===== config.mk =====
export PLATFORM = sky130hd
export DESIGN_NAME = segment_char_sequencer
export DESIGN_NICKNAME = d
export VERILOG_FILES = /design/src/rtl/segment_char_sequencer_pkg.sv /design/src/rtl/segment_char_sequencer_hex_to_7seg.sv /design/src/rtl/segment_char_sequencer.sv
export SDC_FILE = /design/constraint.sdc
export NUM_CORES = 1
export LEC_CHECK = 0
export ABC_CLOCK_PERIOD_IN_PS = 6700
export CAP_MARGIN = 20
export CORE_MARGIN = 5
export CORE_UTILIZATION = 55
export CTS_BUF_LIST = sky130_fd_sc_hd__clkbuf_8 sky130_fd_sc_hd__clkbuf_16
export CTS_CLUSTER_DIAMETER = 150
export DETAILED_ROUTE_END_ITERATION = 7
export PLACE_DENSITY = 0.79
export SKIP_LAST_GASP = 1
export SYNTH_ARGS = -nofsm -noshare
export SYNTH_HDL_FRONTEND = slang
export SYNTH_SLANG_ARGS = --single-unit

===== constraint.sdc =====
create_clock -name clk -period 6.7 [get_ports clk]
set_clock_uncertainty 0.1 [all_clocks]
set_input_delay 1.005 -clock clk [delete_from_list [all_inputs] [get_ports clk]]
set_output_delay 1.005 -clock clk [all_outputs]
set_load 0.02 [all_outputs]

===== src/rtl/segment_char_sequencer_pkg.sv =====
// segment_char_sequencer_pkg: shared state encoding, message depth and hex-to-7-seg table
// for the character sequencer.
package segment_char_sequencer_pkg;

    localparam int MSG_DEPTH = 8;

    typedef enum logic [1:0] {IDLE, LOAD, STROBE, DWELL} state_t;

    // Entry [d] is the a..g pattern (bit0=a) for hex digit d, listed F down to 0.
    localparam logic [15:0][6:0] HEX7 = {
        7'h71, 7'h79, 7'h5E, 7'h39, 7'h7C, 7'h77, 7'h6F, 7'h7F,
        7'h07, 7'h7D, 7'h6D, 7'h66, 7'h4F, 7'h5B, 7'h06, 7'h3F
    };

    function automatic logic [6:0] hex7(input logic [3:0] d);
        return HEX7[d];
    endfunction

endpackage


===== src/rtl/segment_char_sequencer_hex_to_7seg.sv =====
// hex_to_7seg: combinational hex digit to active-high 7-segment pattern decoder.
module hex_to_7seg
    import segment_char_sequencer_pkg::*;
(
    input  logic [3:0] digit,
    output logic [6:0] seg
);

    assign seg = hex7(digit);

endmodule


===== src/rtl/segment_char_sequencer.sv =====
// segment_char_sequencer: plays a short hex message one 7-seg character at a time,
// strobing charAvailable per digit and pacing digits by clk60 ticks.
module segment_char_sequencer
    import segment_char_sequencer_pkg::*;
#(
    parameter int PULSE_CLKS = 4,
    parameter int CHAR_TICKS = 60
) (
    input  logic       clk,
    input  logic       rst_n,
    input  logic       enable,
    input  logic       clk60,
    input  logic       wr_en,
    input  logic [2:0] wr_addr,
    input  logic [3:0] wr_data,
    input  logic [3:0] msg_len,
    input  logic       loop,
    input  logic       start,
    input  logic       stop,
    output logic       charAvailable,
    output logic [6:0] charOutput,
    output logic       busy,
    output logic       done
);

    localparam int PW = $clog2(PULSE_CLKS + 1);
    localparam int TW = $clog2(CHAR_TICKS + 1);

    state_t        state;
    logic [3:0]    msg_buf [MSG_DEPTH];
    logic [2:0]    index;
    logic [PW-1:0] pulse_cnt;
    logic [TW-1:0] tick_cnt;
    logic          clk60_prev;
    logic [3:0]    eff_len;
    logic          tick;
    logic          last;
    logic [6:0]    seg;

    assign eff_len = (msg_len > 4'd8) ? 4'd8 : msg_len;
    assign tick    = clk60 & ~clk60_prev;
    // A length that shrank below the current position also counts as the last digit.
    assign last    = ({1'b0, index} + 4'd1) >= eff_len;
    assign busy    = state != IDLE;

    hex_to_7seg u_dec (
        .digit(msg_buf[index]),
        .seg  (seg)
    );

    always_ff @(posedge clk or negedge rst_n) begin
        if (!rst_n) begin
            state         <= IDLE;
            index         <= '0;
            pulse_cnt     <= '0;
            tick_cnt      <= '0;
            clk60_prev    <= 1'b0;
            charAvailable <= 1'b0;
            charOutput    <= '0;
            done          <= 1'b0;
            for (int i = 0; i < MSG_DEPTH; i++) msg_buf[i] <= '0;
        end else if (enable) begin
            clk60_prev <= clk60;
            done       <= 1'b0;
            if (wr_en) msg_buf[wr_addr] <= wr_data;
            if ((state == STROBE || state == DWELL) && tick && tick_cnt != CHAR_TICKS[TW-1:0])
                tick_cnt <= tick_cnt + 1'b1;
            if (stop && state != IDLE) begin
                charAvailable <= 1'b0;
                state         <= IDLE;
            end else begin
                case (state)
                    IDLE: if (start && !stop && eff_len != 4'd0) begin
                        index <= '0;
                        state <= LOAD;
                    end
                    LOAD: begin
                        charOutput <= seg;
                        pulse_cnt  <= '0;
                        tick_cnt   <= '0;
                        state      <= STROBE;
                    end
                    STROBE: if (pulse_cnt != PULSE_CLKS[PW-1:0]) begin
                        charAvailable <= 1'b1;
                        pulse_cnt     <= pulse_cnt + 1'b1;
                    end else begin
                        charAvailable <= 1'b0;
                        state         <= DWELL;
                    end
                    DWELL: if (tick_cnt == CHAR_TICKS[TW-1:0]) begin
                        if (!last) begin
                            index <= index + 3'd1;
                            state <= LOAD;
                        end else if (loop && eff_len != 4'd0) begin
                            index <= '0;
                            state <= LOAD;
                        end else begin
                            done  <= 1'b1;
                            state <= IDLE;
                        end
                    end
                    default: state <= IDLE;
                endcase
            end
        end
    end

endmodule


==> results of run 1 <==
-- Yosys cell counts, types with 3 or more instances --
cell type,instances,area [um2]
clkbuf_1,4,15.0
nand4_1,4,25.0
nand3_1,4,20.0
mux4_1,4,105
o21ai_0,13,65.1
nor2_1,20,75.1
xor2_1,5,43.8
a21oi_1,4,20.0
inv_1,16,60.1
mux2i_1,3,30.0
and2_1,3,18.8
ha_1,21,263
a22o_1,4,35.0
mux4_2,4,90.1
nand2b_1,4,25.0
mux2_2,35,394
o21ai_1,5,25.0
nand2_1,26,97.6
dfrtp_1,56,1400
o22ai_1,3,18.8
-- sequential cells by signal, indices dropped and copies added (netlist names) --
name	count
done	1
charAvailable	1
pulse_cnt	3
charOutput	7
index	3
state	2
tick_cnt	6
msg_buf	32
clk60_prev	1
-- area by class of cell --
class,count,share of cell area
Timing Repair Buffer,29,0.0777
Tap cell,72,0.0248
Clock buffer,5,0.0189
Clock inverter,3,0.0248
Inverter,16,0.0165
Sequential cell,56,0.385
Multi-Input combinational cell,196,0.452
-- metrics by stage --
stage                     setup slack, ns  instance area, um2  instances  hold slack [ns]
after floorplan                      4.12                3150        275            0.370
after global placement               3.54                3480        369            0.359
after global routing                 3.59                3640        377            0.415
final                                3.75                3640        377            0.384
after detailed placement             3.45                3480        369            0.367
after CTS                            3.76                3640        377            0.391
-- power by group through the flow --
stage / Sequential [W] / Combinational (W) / Clock (W)
finish: 0.000472 / 0.000400 / 0.000298
global route: 0.000483 / 0.000450 / 0.000318
global placement: 0.000473 / 0.000386 / 0
CTS: 0.000472 / 0.000403 / 0.000304
detailed placement: 0.000478 / 0.000398 / 0
floorplan: 0.000496 / 0.000249 / 0
-- layer usage --
layer	routed length (um)	global-route usage	vias to the layer above	share of wire
met5	0	0	-	0
met4	61	0.0532	0	0.010
met3	207	0.0375	6	0.035
met2	2910	0.285	36	0.49
met1	2770	0.244	1037	0.47
li1	-	-	1045	-
-- worst max-delay path by stage --
stage,depth (start not counted),to,slack (ns)
4_1_cts,9,index[0],3.76
2_1_floorplan,8,index[0],4.12
6_report,9,index[0],3.75
5_1_grt,8,charOutput[5],3.59
3_3_place_gp,6,tick_cnt[5],3.54
3_5_place_dp,9,index[0],3.45
-- worst max-delay path: cells and delay by family --
family,cells,cell delay (ns)
multiplexers,1,0.30
adder cells (fa/ha/maj),1,0.24
AND/OR/NAND/NOR,2,0.30
buffers and inverters,1,0.50
AO/OA/AOI/OAI,4,0.72
-- cells by family after synthesis --
group / after synthesis
AO/OA/AOI/OAI: 48
AND/OR/NAND/NOR: 74
XOR/XNOR: 6
adder cells (fa/ha/maj): 21
flip-flops: 56
multiplexers: 47
buffers and inverters: 23
==> impl_metrics.yaml, run 1 <==
worst_setup_path:
  crit_path_end_kind: "register"
  worst_setup_path_start_kind: "input port"
  required_ns: 6.81
  reg2reg_to: "charOutput[5]"
  crit_path_max_fanout: 3
  rr_startpoint: "index[0]"
  critical-path-max-stage-delay_ns: 0.50
  criticalPathCategory: "in -> reg"
  crit_arrival_ns: 3.06
  reg2reg_slack_ns: 3.84
  cp-startpoint: "msg_len[0]"
  cp_cell_sequence: "clkdlybuf4s50_1 -> nor2b_1 -> ha_1 -> nand2b_1 -> a211oi_1 -> o21bai_1 -> a21boi_0 -> o21ai_0 -> mux2_2"
  crit_slowest_cell: "clkdlybuf4s50_1"
  r2r_cells: 8
layout:
  insertedDiodeCount: 0
  seq_area_um2: 1400
  multi_input_area_um2: 1650
  layout_commonest_cell: "dfrtp_1"
  fillers: 451
  syn_to_final_growth_pct: 15.5
  final_core_util: 0.657
  drive_gt1_frac: 0.187
  fin_nets: 344
  layout_common_cells: "dfrtp_1, mux2_2, clkdlybuf4s50_1, nand2_1, ha_1"
hold_path:
  worstHoldStart: "charOutput[2]"
  hold_class: "reg -> reg"
  min_to: "charOutput[2]"
  min_path_cells: 2
floorplanning:
  die_x_um: 85.7
  core_um2: 5540
  start_util: 0.568
  die_h_um: 85.7
  pin_count: 29
  rows: 27
  dieArea_um2: 7340
pwr:
  switching_share: 0.313
  power_density_nw_per_um2: 322
  power.leakage_nw: 1.63
  finalPower_w: 0.00117
  vdd_ir_drop_max_uv: 183
  switchingPower_w: 0.000367
  p_clk_frac: 0.255
  intPower_w: 0.000803
  p_comb_frac: 0.342
  p_seq_frac: 0.403
global_route:
  antenna_found_initial: 0
  grt.total_usage: 0.178
  grt_pass1_wl_um: 10400
  gr-total-overflow: 0
  grt_max_degree: 57
  grt_pass1_vias: 2132
drt:
  routed_wl_um: 5950
  routed_via_density: 5.63
  drc: 0
  wire_per_inst_um: 15.8
  drt_first_pass_iters: 4
  drtIter0Drc: 74
  antenna_left: 0
  vias: 2124
sta:
  tightest_slew_ns: 0.997
  hold_viol_final: 0
  period_needed_ns: 2.95
  slew_headroom: 0.329
  setup-tns-final_ns: 0
  max_freq_mhz: 339
  fin_crit_sh: 0.441
  slew_violations: 0
  setup_viol: 0
  rsz0062_at_grt: "no"
synthesis:
  syn-instance-count: 275
  synth_ff_type: "dfrtp_1"
  postSynth.asyncResetShare: 1.00
  synth.mux.area_fraction: 0.204
  ys_seq_area_frac: 0.445
  synth.distinct_cells: 49
  synth_top_family_by_area: "multiplexers"
  synth-simple-area-share: 0.115
  ys_seq_elements: 56
  synth-compound-area-share: 0.103
  synth_nets: 315
  synth_area_um2: 3150
  synth_xor_area_frac: 0.0167
  synth_edf_count: 0
  synthAdderAreaFrac: 0.0834
  yosys_warnings: 0
  avgSynthCellArea_um2: 11.5
clock_tree:
  cts_buffers: 5
  h-tree-depth: 2
  post-cts-setup-buffers: 0
  ctsResizeCount: 0
  clockRootBuffer: "clkbuf_8"
  cts_tree: "yes"
  clock_latency_ns: 0.31
  clk_pin_slew_ns: 0.10
  clock-sinks: 56
  clk_path_buf_depth: 2
  cts_hold_buf: 0
run_status:
  status: "completed"
placement:
  port_buffers: 28
  place.gp.congestion: 0.829
  hpwl_um: 4240
job:
  drv_cap: 0
No activity file was read; power rests on OpenSTA's default activity.
==> run 2, diff against run 1 <==
- ABC_CLOCK_PERIOD_IN_PS: 6700 -> 2700
- CORE_UTILIZATION: 55 -> 52
- PLACE_DENSITY: 0.79 -> 0.78
- clock period: 6.7 -> 2.7 ns (I/O delays scaled with it)
==> run 2 against run 1 <==
- sequential share of layout area did not move
- setup slack got worse by 3.5 ns
- count of clock-buffer cells in the layout did not move
- global-route usage fell by 1.0 points
- register-to-register slack got worse by 3.6 ns
- critical path depth fell by 1
- core utilization fell by 4.2 points
- final cell count rose by 2.9%
- clock power rose by 58%
- hold slack improved by 0.0039 ns
- critical path type is now reg -> reg
- highest routed layer unchanged
==> impl_metrics.yaml, run 2 (synthesis results as in run 1) <==
run_status:
  status: "completed"
clock_tree:
  cts_hold_buf: 1
  clock-sinks: 56
  h-tree-depth: 2
  clk_path_buf_depth: 2
  clockRootBuffer: "clkbuf_8"
  cts_tree: "yes"
  clock_latency_ns: 0.32
  ctsResizeCount: 0
  post-cts-setup-buffers: 0
  cts_buffers: 5
  clk_pin_slew_ns: 0.10
floorplanning:
  die_h_um: 87.8
  core_um2: 5920
  rows: 28
  start_util: 0.532
  pin_count: 29
  dieArea_um2: 7710
  die_x_um: 87.8
global_route:
  antenna_found_initial: 0
  grt_util_met2: 0.279
  gr-total-overflow: 0
  grt.busiest_layer: "met2"
  grt.total_usage: 0.167
  met3_usage: 0.0310
  grt_max_degree: 24
  gr-usage-met1: 0.221
  grt_pass1_vias: 2145
  grt_pass1_wl_um: 10100
pwr:
  power.leakage_nw: 1.63
  vdd_ir_drop_max_uv: 411
  power_density_nw_per_um2: 722
layout:
  layout_common_cells: "dfrtp_1, mux2_2, clkdlybuf4s50_1, nand2_1, ha_1"
  reg_top3: "msg_buf: 32 flops, charOutput: 7 flops, tick_cnt: 6 flops"
  multi_input_area_um2: 1650
  insertedDiodeCount: 0
  fin_nets: 352
  fillers: 477
  fin_area_um2: 3640
  seq_area_um2: 1400
  layout_commonest_cell: "dfrtp_1"
  drive_gt1_frac: 0.204
  largest_reg_flops: 32
  largest_register: "msg_buf"
  syn_to_final_growth_pct: 15.5
sta:
  fin_crit_sh: 0.926
  hold_viol_final: 0
  setup-tns-final_ns: 0
  max_freq_mhz: 400
  slew_violations: 0
  rsz0062_at_grt: "no"
  slew_headroom: 0.511
  tightest_slew_ns: 0.724
  period_needed_ns: 2.50
  setup_viol: 0
worst_setup_path:
  path_depth: 8
  crit_path_end_kind: "register"
  worst_setup_path_start_kind: "register"
  crit_path_max_fanout: 10
  critPathBufInv: 1
  required_ns: 2.86
  crit_arrival_ns: 2.66
  critical-path-max-stage-delay_ns: 0.63
  crit_slowest_cell: "mux4_1"
  r2r_cells: 8
  cp_cell_sequence: "mux4_1 -> mux2i_1 -> buf_4 -> ha_1 -> nand2_1 -> o21ai_1 -> a221oi_1 -> a21o_1"
  criticalPathCategory: "reg -> reg"
  critPathTopFamily: "multiplexers"
drt:
  routed_wl_um: 5840
  vias: 2201
  routed_via_density: 5.67
  wire_per_inst_um: 15.0
  drtIter0Drc: 67
  drc: 0
  antenna_left: 0
  drt_first_pass_iters: 4
hold_path:
  hold_class: "reg -> reg"
  min_path_cells: 2
job:
  drv_cap: 0
placement:
  placed_cell_area_um2: 3540
  place.gp.congestion: 0.854
  port_buffers: 28
  hpwl_um: 4450
-- run 2: cell types whose count changed in the layout (fill, tap and decap cells not counted) --
cell and change:
clkinv_4 +1, dlygate4sd3_1 +1, buf_4 +7, bufinv_16 -3, clkinvlp_4 +2
-- run 2: routing by layer --
metal | vias to the layer above | wire, um | part of all wire
li1 | 1059 | - | -
met1 | 1097 | 2680 | 0.46
met2 | 35 | 2860 | 0.49
met3 | 10 | 213 | 0.036
met4 | 0 | 85 | 0.015
met5 | - | 0 | 0
-- run 2: cell type report --
cell class                      instances  area share
Tap cell                               75      0.0258
Multi-Input combinational cell        196       0.452
Timing Repair Buffer                   37      0.0949
Clock buffer                            5      0.0189
Inverter                               16      0.0165
Clock inverter                          3     0.00653
Sequential cell                        56       0.385
-- run 2: power by group --
| group | leakage [nW] | switching, W | internal [W] |
|---|---|---|---|
| sequential | 0.703 | 0.000120 | 0.00105 |
| combinational | 0.885 | 0.000496 | 0.000492 |
| clock | 0.0404 | 0.000287 | 0.000184 |
-- run 2: per-stage QoR --
step                      hold slack (ns)  worst slack (ns)  std cells   util  power [W]
after floorplan                   0.00941             0.332        275      -    0.00185
after global placement              0.307             0.147        379  0.597    0.00215
after detailed placement            0.318            0.0833        379  0.597    0.00218
after CTS                           0.398             0.220        388  0.615    0.00266
after global routing                0.418            0.0133        388  0.615    0.00282
final                               0.388             0.200        388  0.615    0.00263
-- run 2: worst register-to-register path, cell delays in order (launching register included) --
cell	delay [ns]
dfrtp_1	0.60
mux4_1	0.64
mux2i_1	0.16
buf_4	0.16
ha_1	0.24
nand2_1	0.06
o21ai_1	0.07
a221oi_1	0.31
a21o_1	0.11
-- run 2: path summary, 6_finish.rpt --
path,from,to,slack [ns]
max in group asynchronous,rst_n,msg_buf[22],1.35
setup / recovery,index[0],charOutput[1],0.20
hold / removal,charOutput[2],charOutput[2],0.39
setup reg to reg,index[0],charOutput[1],0.20
hold reg to reg,charOutput[2],charOutput[2],0.39
min in group asynchronous,rst_n,charAvailable,0.47
